### config.mk
export PLATFORM = sky130hd
export DESIGN_NAME = id_ex_reg
export DESIGN_NICKNAME = d
export VERILOG_FILES = /design/src/rtl/id_ex_reg.sv
export SDC_FILE = /design/constraint.sdc
export NUM_CORES = 1
export LEC_CHECK = 0
export CELL_PAD_IN_SITES_DETAIL_PLACEMENT = 0
export CELL_PAD_IN_SITES_GLOBAL_PLACEMENT = 1
export CORE_MARGIN = 3
export CORE_UTILIZATION = 31
export CTS_BUF_LIST = sky130_fd_sc_hd__clkbuf_4 sky130_fd_sc_hd__clkbuf_8 sky130_fd_sc_hd__clkbuf_16
export DETAILED_ROUTE_END_ITERATION = 8
export PLACE_DENSITY = 0.8
export SLEW_MARGIN = 25
export SYNTH_ARGS = -nofsm -noshare
export SYNTH_HDL_FRONTEND = slang
export SYNTH_SLANG_ARGS = --single-unit
export TNS_END_PERCENT = 1
### constraint.sdc
create_clock -name clk -period 2.75 [get_ports clk]
set_input_delay 0.825 -clock clk [delete_from_list [all_inputs] [get_ports clk]]
set_output_delay 0.825 -clock clk [all_outputs]
set_load 0.005 [all_outputs]
### src/rtl/id_ex_reg.sv
// id_ex_reg: ID/EX pipeline register with load-use stall hold, flush bubble,
// write-back operand refresh and stall monitoring.
module id_ex_reg #(
    parameter int unsigned STALL_MAX = 3
) (
    input  logic        clk,
    input  logic        rst,
    input  logic        id_valid,
    input  logic [31:0] id_pc,
    input  logic [4:0]  id_rs1_addr,
    input  logic [4:0]  id_rs2_addr,
    input  logic [31:0] id_rs1_data,
    input  logic [31:0] id_rs2_data,
    input  logic [31:0] id_imm,
    input  logic [4:0]  id_rd_addr,
    input  logic [3:0]  id_alu_op,
    input  logic        id_alu_src,
    input  logic        id_mem_read,
    input  logic        id_mem_write,
    input  logic        id_reg_write,
    input  logic        ex_stop,
    input  logic        flush,
    input  logic        wb_we,
    input  logic [4:0]  wb_addr,
    input  logic [31:0] wb_data,
    output logic        ex_valid,
    output logic [31:0] ex_pc,
    output logic [4:0]  ex_rs1_addr,
    output logic [4:0]  ex_rs2_addr,
    output logic [31:0] ex_rs1_data,
    output logic [31:0] ex_rs2_data,
    output logic [31:0] ex_imm,
    output logic [4:0]  ex_rd_addr,
    output logic [3:0]  ex_alu_op,
    output logic        ex_alu_src,
    output logic        ex_mem_read,
    output logic        ex_mem_write,
    output logic        ex_reg_write,
    output logic        hold_upstream,
    output logic        bubble_out,
    output logic        stall_err,
    output logic [7:0]  stall_cnt
);
    typedef struct packed {
        logic        valid;
        logic [31:0] pc;
        logic [4:0]  rs1_addr;
        logic [4:0]  rs2_addr;
        logic [31:0] rs1_data;
        logic [31:0] rs2_data;
        logic [31:0] imm;
        logic [4:0]  rd_addr;
        logic [3:0]  alu_op;
        logic        alu_src;
        logic        mem_read;
        logic        mem_write;
        logic        reg_write;
    } ex_t;

    ex_t         ex_d, ex_q;
    logic        bub_d, bub_q, err_d, err_q;
    logic [7:0]  cnt_d, cnt_q;
    logic [31:0] run_d, run_q;
    logic        stall, hit1, hit2;
    logic [4:0]  a1, a2;
    logic [31:0] d1, d2;

    assign stall = ex_stop & ~flush;
    // Refresh targets the held operands while stalling, the incoming ones while loading
    assign a1 = stall ? ex_q.rs1_addr : id_rs1_addr;
    assign a2 = stall ? ex_q.rs2_addr : id_rs2_addr;
    assign d1 = stall ? ex_q.rs1_data : id_rs1_data;
    assign d2 = stall ? ex_q.rs2_data : id_rs2_data;
    assign hit1 = wb_we & (|wb_addr) & (wb_addr == a1);
    assign hit2 = wb_we & (|wb_addr) & (wb_addr == a2);

    always_comb begin
        ex_d  = ex_q;
        bub_d = 1'b0;
        run_d = '0;
        cnt_d = cnt_q;
        err_d = err_q;
        if (flush) begin
            ex_d = '0;
        end else if (ex_stop) begin
            ex_d.rs1_data = hit1 ? wb_data : d1;
            ex_d.rs2_data = hit2 ? wb_data : d2;
            bub_d = 1'b1;
            cnt_d = (cnt_q == 8'hFF) ? cnt_q : cnt_q + 8'd1;
            run_d = (run_q >= STALL_MAX) ? run_q : run_q + 32'd1;
            err_d = err_q | (run_d >= STALL_MAX);
        end else begin
            ex_d = '{valid: id_valid, pc: id_pc, rs1_addr: id_rs1_addr, rs2_addr: id_rs2_addr,
                     rs1_data: hit1 ? wb_data : d1, rs2_data: hit2 ? wb_data : d2,
                     imm: id_imm, rd_addr: id_rd_addr, alu_op: id_alu_op, alu_src: id_alu_src,
                     mem_read: id_mem_read & id_valid, mem_write: id_mem_write & id_valid,
                     reg_write: id_reg_write & id_valid};
        end
    end

    always_ff @(posedge clk) begin
        if (rst) begin
            ex_q  <= '0;
            bub_q <= 1'b0;
            err_q <= 1'b0;
            cnt_q <= '0;
            run_q <= '0;
        end else begin
            ex_q  <= ex_d;
            bub_q <= bub_d;
            err_q <= err_d;
            cnt_q <= cnt_d;
            run_q <= run_d;
        end
    end

    assign ex_valid      = ex_q.valid;
    assign ex_pc         = ex_q.pc;
    assign ex_rs1_addr   = ex_q.rs1_addr;
    assign ex_rs2_addr   = ex_q.rs2_addr;
    assign ex_rs1_data   = ex_q.rs1_data;
    assign ex_rs2_data   = ex_q.rs2_data;
    assign ex_imm        = ex_q.imm;
    assign ex_rd_addr    = ex_q.rd_addr;
    assign ex_alu_op     = ex_q.alu_op;
    assign ex_alu_src    = ex_q.alu_src;
    assign ex_mem_read   = ex_q.mem_read;
    assign ex_mem_write  = ex_q.mem_write;
    assign ex_reg_write  = ex_q.reg_write;
    assign hold_upstream = ex_stop & ~flush & ~rst;
    assign bubble_out    = bub_q;
    assign stall_err     = err_q;
    assign stall_cnt     = cnt_q;
endmodule
==> flow_summary.ini <==
[route]
final_antenna_net_count = 0
drt_iter0_markers = 364
routedWlPerCell_um = 17.96
drt-total-wl_um = 27130
drc = 0
drt_pass1_iterations = 4
vias = 7139
vias_per_cell = 4.728

[cells_and_area]
fillCellCount = 2348
drive_gt1_share_pct = 9.932
fin_area_mm2 = 0.01266
final_nets = 1362
final_util_pct = 50.00
synthToLayoutAreaGrowth_pct = 57.44

[critical_path]
worstPathCellList = clkdlybuf4s50_1, buf_4, nor2b_4, mux2i_2, xnor2_2, or3_2, buf_4, a21oi_2
cp_common_cell = buf_4
critical_path_arrival_ps = 2990
path_class = input port to flop
crit_cells = 8
crit_slowest_cell = or3_2
cp_slowest_stage_delay_ps = 530
ff2ff_path_depth = 6
critPathLaunchType = input port
crit_path_end_kind = flop
cp.required_ps = 3100
cp_num_buf_inv = 3
cp_top_family = buffers and inverters
critPathMaxFanout = 10

[power]
power_switching_share_pct = 25.48
comb_power_share_pct = 15.7
power.internal_uw = 4785
power.leakage_uw = 0.004986
finalPower_uw = 6422
power_density_mw_per_mm2 = 507.2
p_sw_uw = 1636
clkPwrFrac_pct = 38.3
seqPwrFrac_pct = 46.0
vdd_ir_drop_max_uv = 321.4

[timing]
max_freq_mhz = 379.4
fin_crit_ps = 2635
relSlewSlack_pct = 53.63
rsz0062_at_grt = true
fin_crit_sh_pct = 95.83
setup_viol = 0
finClkSkew_ps = 10.76
maxSlewViolCount = 0
hold_viol = 0
worstMarginPinSlew_ps = 695.6

[min_path]
min_path_type = flop to flop
hold_path_depth = 1

[clock_network]
ctsHoldBuffers = 0
htree_levels = 4
clk_pin_slew_ps = 70
cts.sinks = 194
clk_path_buf_depth = 2
cts_root_buffer = clkbuf_16
cts_buffers = 17
cts_tree = yes
insertion_delay_ps = 420

[floorplan]
dieWidth_um = 167.1
ioPinCount = 357
die_y_um = 167.1
die-area_mm2 = 0.02791
coreArea_mm2 = 0.02533
initial_utilization_pct = 31.76
placementRows = 58

[synthesis]
ys_async_sr_fraction_pct = 0
synth_edf_count = 0
synth-seq-area-share_pct = 48.29
syn_inst = 815
yosysMostFrequentCell = dfxtp_1
synth_top_area_share_pct = 48.29
synth_top_area_cell = dfxtp_1
netlist_top_cells_count = 194 x dfxtp_1, 165 x nor2_1, 154 x mux2i_1
synth_cell_types = 43
synth.net_count = 1011
yosys_warnings = 0
synth_area_per_cell_um2 = 9.868
synth-seq-cells = 194
ys.flop_type = dfxtp_1
synth_area_leaders = dfxtp_1 48%, mux2i_1 19%, nor2_1 7.7%
syn_area_mm2 = 0.008043

[global_routing]
antenna_found_initial = 2
grt_pass1_wl_um = 41510
grt_pass1_vias = 7291
grt_usage_pct = 18.63
grt_max_degree = 90
grt_overflow = 0

[place]
hpwl_um = 19690
portBuffers = 356
postPlaceCellArea_mm2 = 0.01204
routabilityCongestion = 0.8177

[flow_run]
drv_cap = 0

[status]
status = finished clean
[per-stage QoR]
| stage | hold WS, ps | worst slack [ps] | setup TNS (ps) | cells |
|---|---|---|---|---|
| 3_3_place_gp | 442.5 | -301.5 | -17060 | 1475 |
| 4_1_cts | 466.0 | 82.87 | 0 | 1506 |
| 3_5_place_dp | 444.7 | -375.3 | -22400 | 1475 |
| 2_1_floorplan | 430.2 | 311.1 | 0 | 815 |
| 5_1_grt | 474.8 | -6.570 | -12.07 | 1510 |
| 6_report | 462.3 | 114.6 | 0 | 1510 |
[power groups by stage]
stage	logic, uW	clock network [uW]	registers (uW)
2_1_floorplan	396	0	3020
4_1_cts	1020	2550	2950
5_1_grt	1090	2650	2960
6_report	1010	2460	2950
3_5_place_dp	1010	0	3020
3_3_place_gp	1010	0	3020
[flip-flops by register name, indices dropped and copies added (netlist names)]
signal,cells
ex_imm,32
ex_pc,32
ex_rs1_data,32
ex_rs2_data,32
run_q,32
stall_cnt,8
ex_rd_addr,5
ex_rs1_addr,5
ex_rs2_addr,5
ex_alu_op,4
bubble_out,1
ex_alu_src,1
ex_mem_read,1
ex_mem_write,1
ex_reg_write,1
ex_valid,1
stall_err,1
[cell usage in the layout, fill, tap and decap left out, types with 4 or more instances in the layout]
cell and instances:
clkdlybuf4s50_1 354, dfxtp_1 194, nor2_1 163, mux2i_1 153, nand2_1 36, buf_4 34
or3_1 33, o41ai_1 33, and2_1 30, a21oi_2 30, clkbuf_16 18, xnor2_1 9
xor2_1 9, nor3_1 7, nor4_1 7, a21oi_1 5, inv_8 4
[metal layers]
layer / GRT usage, % / vias to the layer above / wire [um]
met1: 21.57 / 3324 / 10890
met4: 5.524 / 0 / 462
met5: 0 / - / 0
met2: 31.92 / 269 / 13250
met3: 7.287 / 23 / 2526
li1: - / 3523 / -
[worst paths after layout]
| check | slack [ps] | from | endpoint |
|---|---|---|---|
| worst max-delay path | 110 | flush | ex_rs2_data[7]$_SDFFE_PP0P_ |
| worst min-delay path | 460 | run_q[31]$_SDFF_PP0_ | run_q[31]$_SDFF_PP0_ |
| worst max register to register | 730 | ex_rs2_addr[2]$_SDFFE_PP0N_ | ex_rs2_data[7]$_SDFFE_PP0P_ |
| worst min register to register | 460 | run_q[31]$_SDFF_PP0_ | run_q[31]$_SDFF_PP0_ |
[layout make-up]
type / count / area [um2] / area share [%]
repair buffers: 396 / 3930 / 31.04
clock inverters: 13 / 138.9 / 1.097
clock buffers: 18 / 432.9 / 3.419
multi-input cells: 554 / 3847 / 30.39
inverters: 3 / 11.26 / 0.08893
diodes: 2 / 5.005 / 0.03953
well taps: 330 / 412.9 / 3.261
flip-flops and latches: 194 / 3884 / 30.67
[logic make-up (layout without fill, tap and decap cells)]
kind of cell | after synthesis | count (layout) | synth area share [%]
buffers and inverters | 67 | 430 | 4.465
AOI/OAI and AO/OA | 81 | 81 | 8.634
other | 0 | 2 | 0
xor gates and xnor gates | 19 | 19 | 2.069
muxes | 154 | 154 | 19.17
and+or+nand+nor | 298 | 298 | 17.07
adders and majority gates | 2 | 2 | 0.3111
DFF | 194 | 194 | 48.29
[what timing repair did]
item	in CTS	in global routing
gates cloned	0	1
pin swaps	0	1
gates resized for setup	2	6
setup buffers	0	1
endpoints found under the setup margin	1	55
Power figures use the tool's default switching activity.
